**src/rtl/timer_dev.sv**
```systemverilog
// Memory-mapped countdown timer with one-shot and auto-reload modes.
// It raises a level interrupt when the count expires.
module timer_dev #(
    parameter int CNT_W = 32
) (
    input  logic        clk,
    input  logic        reset,
    input  logic [1:0]  addr,
    input  logic        we,
    input  logic [31:0] wdata,
    output logic [31:0] rdata,
    output logic        irq
);

    typedef enum logic [1:0] {IDLE, LOAD, CNT, INT} state_t;

    state_t             state;
    state_t             next_state;
    logic [3:0]         ctrl;
    logic [CNT_W-1:0]   preset;
    logic [CNT_W-1:0]   count;
    logic               flag;

    logic en;
    logic im;
    logic reload;
    logic ctrl_wr;
    logic preset_wr;
    logic expire;

    // MODE 2 and 3 are reserved and fall back to one-shot.
    assign en        = ctrl[0];
    assign im        = ctrl[3];
    assign reload    = (ctrl[2:1] == 2'b01);
    assign ctrl_wr   = we && (addr == 2'd0);
    assign preset_wr = we && (addr == 2'd1);
    assign expire    = (state == CNT) && en && (count <= CNT_W'(1));

    always_ff @(posedge clk) begin
        if (!reset)
            state <= IDLE;
        else
            state <= next_state;
    end

    always_comb begin
        next_state = state;
        case (state)
            IDLE:    next_state = en ? LOAD : IDLE;
            LOAD:    next_state = en ? CNT : IDLE;
            CNT: begin
                if (!en)
                    next_state = IDLE;
                else if (expire)
                    next_state = INT;
                else
                    next_state = CNT;
            end
            INT:     next_state = reload ? LOAD : IDLE;
            default: next_state = IDLE;
        endcase
    end

    // A CPU write to CTRL is applied last so it wins over the FSM's own updates.
    always_ff @(posedge clk) begin
        if (!reset) begin
            ctrl   <= '0;
            preset <= '0;
            count  <= '0;
            flag   <= 1'b0;
        end else begin
            if (state == LOAD && en)
                count <= preset;
            else if (state == CNT && en)
                count <= expire ? '0 : count - CNT_W'(1);

            if (expire)
                flag <= 1'b1;
            else if (state == INT && reload)
                flag <= 1'b0;

            if (state == INT && !reload)
                ctrl[0] <= 1'b0;

            if (ctrl_wr) begin
                ctrl <= wdata[3:0];
                flag <= 1'b0;
            end

            if (preset_wr)
                preset <= wdata[CNT_W-1:0];
        end
    end

    always_comb begin
        irq = im & flag;
        case (addr)
            2'd0:    rdata = {28'b0, ctrl};
            2'd1:    rdata = 32'(preset);
            2'd2:    rdata = 32'(count);
            default: rdata = 32'b0;
        endcase
    end

endmodule
```
**config.mk**
```make
export PLATFORM = sky130hd
export DESIGN_NAME = timer_dev
export DESIGN_NICKNAME = d
export VERILOG_FILES = /design/src/rtl/timer_dev.sv
export SDC_FILE = /design/constraint.sdc
export NUM_CORES = 1
export LEC_CHECK = 0
export BUFFER_PORTS_ARGS = -buffer_cell sky130_fd_sc_hd__buf_2
export CAP_MARGIN = 20
export CORE_ASPECT_RATIO = 2
export CORE_MARGIN = 2
export CORE_UTILIZATION = 45
export DETAILED_ROUTE_END_ITERATION = 7
export MAX_ROUTING_LAYER = met4
export PLACE_DENSITY = 0.66
export RECOVER_POWER = 100
export REMOVE_ABC_BUFFERS = 1
export SETUP_SLACK_MARGIN = 0.4
export SLEW_MARGIN = 25
export SYNTH_ARGS = -nofsm -noshare
export SYNTH_HDL_FRONTEND = slang
export SYNTH_SLANG_ARGS = --single-unit
```
**constraint.sdc**
```tcl
create_clock -name clk -period 2.9 [get_ports clk]
set_clock_uncertainty 0.1 [all_clocks]
set_input_delay 0.145 -clock clk [delete_from_list [all_inputs] [get_ports clk]]
set_output_delay 0.145 -clock clk [all_outputs]
set_load 0.1 [all_outputs]
```
Yosys cells after proc, flatten, opt, wreduce, memory -nomap -nowiden
Cells that the tools add are included.
{"block": "word_totals", "register_bits": 71, "inputBits": 37, "out_inout_bits": 33}
{"block": "op_classes", "addsub": 1, "magnitude_cmp": 1, "n_eq_ne": 6, "mux": 14, "bitwise": 2, "reduce_logical": 14}
{"op": "$mux 32", "count": 3}
{"op": "$pmux 32 s3", "count": 1}
{"op": "$le 32x1->1 const B", "count": 1}
{"op": "$sub 32x1->32 const B", "count": 1}
{"op": "$pmux 2 s4", "count": 1}
{"op": "$logic_and 1x1->1", "count": 7}
{"op": "$mux 1", "count": 7}
{"op": "$eq 2x1->1 const B", "count": 3}
{"op": "$eq 2x2->1 const B", "count": 3}
{"op": "$reduce_bool 2->1", "count": 3}
{"op": "$logic_not 2->1", "count": 2}
{"op": "$mux 2", "count": 2}
{"op": "$reduce_or 2->1", "count": 1}
{"op": "$and 1x1->1", "count": 1}
{"op": "$logic_not 1->1", "count": 1}
{"op": "$not 1->1", "count": 1}

Logic depth before layout (Yosys ltp)
Gate-level depths: netlist of run 1.
{"block": "depth", "depth_word": 6, "depth_mapped": 9}

Worst setup path before layout of run 1
No wires, ideal clock.
{"block": "synth_timing", "path_type": "flip-flop to output port", "from": "register ctrl[0]", "to": "output rdata[0]", "t_arrival_ns": 2.699, "required_ns": 2.655, "path_slack_ns": -0.044, "stages_incl_launch_ff": 4, "path_buffers": 1, "cell_sequence": "dfxtp_1 clkbuf_1 mux2i_1 o21ai_0"}
{"block": "synth_via", "elab_chain_cells": 1}
{"element": "start: declaration", "line_no": "19", "text": "logic [3:0] ctrl;"}
{"element": "start signal: assignment", "line_no": "86", "text": "ctrl <= wdata[3:0];"}
{"element": "$pmux 32 s3", "line_no": "97", "text": "case (addr)"}
{"element": "end: declaration", "line_no": "11", "text": "output logic [31:0] rdata,"}
Every way passes these cells.

Final worst setup path of run 1
{"block": "layout_timing", "from": "register count[1]", "to": "register count[18]"}
{"block": "layout_via", "elab_chain_cells": 5}
{"element": "start: declaration", "line_no": "21", "text": "logic [CNT_W-1:0] count;"}
{"element": "start signal: assignment", "line_no": "73", "text": "count <= preset;"}
{"element": "start signal: assignment", "line_no": "75", "text": "count <= expire ? '0 : count - CNT_W'(1);"}
{"element": "$le 32x1->1", "line_no": "37", "text": "assign expire = (state == CNT) && en && (count <= CNT_W'(1));"}
{"element": "$logic_and 1x1->1", "line_no": "37"}
{"element": "$mux 32 *", "line_no": "75"}
{"element": "$mux 32 *", "line_no": "74", "text": "else if (state == CNT && en)"}
{"element": "$mux 32 *", "line_no": "72", "text": "if (state == LOAD && en)"}
Every way passes the cells marked *; elsewhere a longest branch is shown, timed or not. The select of a mux whose other input is x is not followed.
A chain may end at the register's enable or synchronous reset.

==> results of run 1 <==
## cells in the final DEF (no fill, tap or decap), types with 4 or more instances in the layout
master         instances
o21ai_0               14
buf_4                 15
buf_2                 34
clkbuf_1              39
nand3_1                7
clkbuf_16              9
mux2i_1                4
dlygate4sd3_1         33
o31ai_1                6
a221o_1                4
nand2_1               88
dfxtp_1               70
a21o_1                 5
nor4_1                12
nor2_1                31
nor2b_1               20
a21oi_1               81
xnor2_1               16
a22o_1                28
or3_1                 10
o22ai_1               16
nor3_1                13
## how the worst max path moves through the flow
stage | slack (ps) | to
2_1_floorplan | 50 | rdata[2]
3_3_place_gp | 380 | count[24]
3_5_place_dp | 300 | count[24]
4_1_cts | 440 | count[24]
5_1_grt | 200 | count[28]
6_report | 310 | count[18]
## power by group
part | internal, µW | switching [µW]
clock network | 646 | 402
registers | 1020 | 61.9
logic | 337 | 480
## cell families after synthesis
group	share of synthesized area, %
mux	1.01
fa+ha+maj	0.631
buf+inv	5.56
flops	35.9
xor+xnor	3.98
compound gates	27.3
simple gates	25.7
## cell usage after synthesis, types with 2 or more instances
library cell  count
nor4_1           12
nor3_1           16
or4_1             3
inv_1             3
nand3_1           7
or2_2             3
mux2i_1           4
clkbuf_1         34
o31ai_1           6
a221o_1           4
nand4_1           2
or3_1            10
nand2_1          88
a21o_1            5
a22oi_1           3
ha_1              2
o41ai_1           3
nor2_1           31
a22o_1           28
xor2_1            2
o21ai_0          14
a21oi_1          81
dfxtp_1          71
nand3b_1          2
buf_6             4
a211o_1           2
nor4_2            2
o22ai_1          16
buf_1             4
a2bb2oi_1         2
o211ai_1          2
buf_2             2
and2_1            4
xnor2_1          16
nor2b_1          21
## sequential cells by signal (all words and copies together) (netlist names)
| signal | cells |
|---|---|
| state | 2 |
| count | 32 |
| ctrl | 4 |
| flag | 1 |
| preset | 32 |
## worst min-delay path, delay by kind of cell
kind | cells | cell delay, ps
compound gates | 1 | 50
buf+inv | 1 | 130
simple gates | 1 | 80
## area by class of cell
class	instances	share of cell area [%]
Multi-Input combinational cell	401	47.3
Clock buffer	15	5.53
Sequential cell	71	28.3
Timing Repair Buffer	123	16.0
Tap cell	100	2.49
Inverter	4	0.349
## per-layer routing
layer | vias to the layer above | global-route usage (%) | routed length (µm)
met4 | 0 | 11.9 | 265
met5 | - | - | 0
li1 | 2047 | - | -
met3 | 22 | 4.49 | 455
met1 | 1922 | 26.8 | 4560
met2 | 97 | 45.5 | 6580
## through the flow
step | util, % | setup WS (ps) | cells
6_report | 58.5 | 310 | 714
5_1_grt | 58.5 | 202 | 714
4_1_cts | 58.0 | 441 | 711
3_5_place_dp | 50.9 | 296 | 663
3_3_place_gp | 50.9 | 380 | 663
2_1_floorplan | - | 54.3 | 476
## what timing repair did
action,4_1_cts,5_1_grt
cloned,0,0
buffers inserted,0,3
setup endpoints to repair,7,14
pin swaps,0,4
hold buffers,33,0
hold endpoints to repair,35,0
resized for setup,1,22
==> metrics, run 1 <==
Final Hold Viols=0; DP Area=0.00437 mm²; total number of vias=4088; Max clock buf depth=2; RSZ-0062 raised after global routing=false; Worst Hold Launch=we; largest net degree at the start of global routing=61; H-Tree Depth=3; fraction of registers with async set/reset=0%; Synth Cell Area=0.00396 mm²; maximum fanout along the worst path=5; drt total wl=11900 µm; area leader, netlist=dfxtp_1; worst hold path type=in -> reg; peak supply drop=0.356 mV; initial core utilization=46.2%; std cell rows=48; Multi-input gate area=0.00238 mm²; area of the core=0.00859 mm²; critical path class=reg -> reg; delay-heaviest family, CP=simple AND/OR/NAND/NOR gates; GPL Wtd Cong=0.939; Pwr Density=587 mW/mm²; Final TNS setup=0 ps; Syn Inst Count=521; Critical Path RT=3080 ps; Critical R2R Capture=count[18]; EDFF count, synth=0; DPL Wire Length=7810 µm; initial antenna violation count=0; R2R Setup Slk=310 ps; reg2reg start=count[1]; fin area=0.00502 mm²; Post-DRT Antenna Nets=0; root buf cell=clkbuf_16; status=completed; clk_lat worst skew=340 ps; WHS Path Cells=3; die area=0.00962 mm²; register area=0.00142 mm²; Avg Cell Area, Syn=7.61 µm²; Setup violations, final=0; Synth top area share=35.9%; Routed WL per cell=16.6 µm; main flop type after synthesis=dfxtp_1; biggest cell delay along the critical path=610 ps; Die H=137 µm; Top cell by count, worst path=buf_4; num ports=70; Fill cells=849; arrival time worst endpoint=2770 ps; Slew @ Worst Pin=1180 ps; synthesized flop and latch total=71; Nets=649; number of vias per cell=5.73; Inserted Clock Buffers=9; grt ovf=0; Synth Warn #=0; share of cells above drive strength 1=13.7%; Pwr Total=2950 µW; Rel. slew slack=21.5%; synth top area cells=dfxtp_1 (36%), a21oi_1 (10%), nand2_1 (8.3%); Worst Setup SP=count[1]; clock-pin slew on the worst setup and hold paths=50 ps; Peak Freq=386 MHz; Crit. End Element=register; Clock Sinks=71; Seq/Total Area, Yosys=35.9%; Port Buf Inserts=69; number of global-route vias before repair=3965; Hold Path Sink=ctrl[2]; global-route usage over all layers=25.5%; Initial DRC Count=209; Ant. Diodes=0; final critical-path required period=2590 ps; die width=70.4 µm; DRC=0; worst hold slack=23.0 ps; max_cap viols=0; synth-to-layout area growth=26.7%; period utilization=89.3%; crit-path cells=inv_4 -> ha_4 -> or4b_1 -> or4_1 -> buf_4 -> buf_4 -> o41ai_1 -> a21o_1; CP Launch Type=register; CP max stage cell=or4_1; CTS tree=built; CP Depth=8; Final Max Tran Viols=0; R2R depth=8; synth unique cells=47; leakage power=0.00200 µW; TritonRoute pass-1 iters=4; Buf/Inv on CP=3; first-pass GRT wire length=19100 µm
(Power assumes the default switching activity.)
==> run 2, diff against run 1 <==
--- a/config.mk
+++ b/config.mk
@@ -11,6 +11,7 @@
 export CORE_MARGIN = 2
 export CORE_UTILIZATION = 45
 export DETAILED_ROUTE_END_ITERATION = 7
+export GPL_TIMING_DRIVEN = 0
 export MAX_ROUTING_LAYER = met4
 export PLACE_DENSITY = 0.66
 export RECOVER_POWER = 100
==> metrics, run 2 (synthesis gave the netlist of run 1 again) <==
RSZ-0062 raised after global routing=false; most common cell after layout, fill and taps aside=nand2_1; crit-path cells=inv_4 -> ha_4 -> or4b_4 -> or4_1 -> nor4_4 -> xnor2_1 -> o22ai_1; Comb pwr share=26.8% (-0.9 points); die width=70.4 µm (unchanged); Fill cells=786 (-7.4%); worst hold slack=25.8 ps (+2.78 ps); clock-pin slew on the worst setup and hold paths=50 ps (about the same); internal power=2040 µW (+2.0%); CP Launch Type=register; number of global-route vias before repair=4011 (+1.2%); Final Max Tran Viols=0 (unchanged); DRC=0 (unchanged); Inserted Clock Buffers=9 (unchanged); biggest cell delay along the critical path=730 ps (+120 ps); number of vias per cell=5.75 (+0.49%); CTS tree=built; Buf/Inv on CP=1 (-2); first-pass GRT wire length=18700 µm (-1.8%); CP max stage cell=or4_1; R2R Setup Slk=330 ps (+20 ps); global-route usage over all layers=25.0% (-0.48 points); total number of vias=4108 (+0.49%); period utilization=88.8% (-0.54 points); GPL Wtd Cong=0.888 (-5.4%); Clock Sinks=71 (unchanged); worst hold path type=in -> reg; Rel. slew slack=19.1% (-2.5 points); Crit. End Element=register; WHS Path Cells=3 (unchanged); Setup violations, final=0 (unchanged); grt ovf=0 (unchanged); delay-heaviest family, CP=simple AND/OR/NAND/NOR gates; Ant. Diodes=0 (unchanged); maximum fanout along the worst path=7 (+2); synth-to-layout area growth=29.6%; Slew @ Worst Pin=1210 ps (+31.7 ps); root buf cell=clkbuf_16; biggest registers after layout=count x32, preset x32, ctrl x4; Nets=648 (-0.15%); status=completed; Final TNS setup=0 ps (unchanged); Non-Filler Instances=714 (unchanged); area of the core=0.00859 mm² (unchanged); largest net degree at the start of global routing=37 (-39%); TritonRoute pass-1 iters=4 (unchanged); std cell rows=48 (unchanged); sw frac=31.7% (-0.32 points); R2R depth=7 (-1); Inst Count DP=651 (-1.8%); Die H=137 µm (unchanged); Switching Power=948 µW (+0.47%); DP Area=0.00436 mm² (-0.26%); DPL Wire Length=7700 µm (-1.4%); fin area=0.00514 mm² (+2.3%); die area=0.00962 mm² (unchanged); num ports=70 (unchanged); Clock Power Share=37.0% (+1.4 points); Pwr Total=2990 µW (+1.5%); reg2reg start=count[1]; arrival time worst endpoint=2680 ps (-90 ps); clk_lat worst skew=340 ps (about the same); Initial DRC Count=208 (-0.48%); Peak Freq=388 MHz (+0.60%); H-Tree Depth=3 (unchanged); peak supply drop=0.340 mV (-4.4%); Critical Path RT=3000 ps (-80 ps); leakage power=0.00211 µW (+5.3%); Critical R2R Capture=count[30]; Final Hold Viols=0 (unchanged); critical path class=reg -> reg; Worst Hold Launch=we; commonest cells after routing, fill and taps aside=nand2_1 (87), a21oi_1 (81), dfxtp_1 (68); share of cells above drive strength 1=18.7% (+5.0 points); Routed WL per cell=16.5 µm (-0.80%); Max clock buf depth=2 (unchanged); sequential share of power=36.2% (-0.5 points); Port Buf Inserts=69 (unchanged); Hold Path Sink=ctrl[1]; initial antenna violation count=0 (unchanged); final critical-path required period=2570 ps (-15.5 ps); Pwr Density=582 mW/mm² (-0.76%); drt total wl=11800 µm (-0.80%); max_cap viols=0 (unchanged); Post-DRT Antenna Nets=0 (unchanged); initial core utilization=46.2% (unchanged)
==> run 2: per-layer routing <==
metal | wire length, µm | vias to the layer above | global-route usage [%]
met4 | 351 | 0 | 11.3
met5 | 0 | - | -
li1 | - | 2050 | -
met2 | 6630 | 98 | 47.6
met1 | 4360 | 1934 | 24.4
met3 | 422 | 26 | 3.53
==> run 2: worst max path at each step <==
| stage | start | endpoint | slack [ps] | cells past startpoint |
|---|---|---|---|---|
| 2_1_floorplan | count[2] | rdata[2] | 50 | 2 |
| 3_3_place_gp | addr[1] | preset[21] | -1460 | 5 |
| 3_5_place_dp | count[14] | count[6] | 50 | 6 |
| 4_1_cts | count[0] | count[22] | 430 | 7 |
| 5_1_grt | state[0] | count[18] | 220 | 6 |
| 6_report | count[1] | count[30] | 330 | 7 |
==> run 2: cell type report <==
type	count	area (µm²)	area share [%]
Clock buffer	13	250	4.87
Clock inverter	3	42.5	0.828
Inverter	4	21.3	0.414
Multi-Input combinational cell	402	2410	46.9
Sequential cell	71	1430	27.8
Tap cell	100	125	2.44
Timing Repair Buffer	121	860	16.7
==> run 2: stage by stage <==
step	worst slack (ps)	util, %
6_report	326	59.8
5_1_grt	215	59.8
4_1_cts	426	58.7
3_5_place_dp	45.9	50.7
3_3_place_gp	-1460	49.2
2_1_floorplan	54.3	-
==> run 2: worst reg2reg max path, delay by kind of cell (launching register included) <==
family / cells / cell delay (ps)
adders and majority gates: 1 / 150
xor gates and xnor gates: 1 / 150
and+or+nand+nor: 3 / 1530
buffers and inverters: 1 / 70
AOI/OAI and AO/OA: 1 / 80
DFF: 1 / 360
==> run 2: power by group through the flow <==
stage	combinational [µW]	clock [µW]	sequential (µW)
2_1_floorplan	532	0	1080
3_3_place_gp	662	0	1100
3_5_place_dp	682	0	1100
4_1_cts	749	1120	1080
5_1_grt	878	1150	1090
6_report	802	1110	1080
==> run 2: timing repair <==
action / in CTS / in global routing
setup buffers: 6 / 7
endpoints found under the setup margin: 29 / 18
resized for setup: 6 / 18
cloned: 0 / 1
hold buffers: 33 / 0
hold endpoints to repair: 36 / 0
pin swaps: 2 / 4
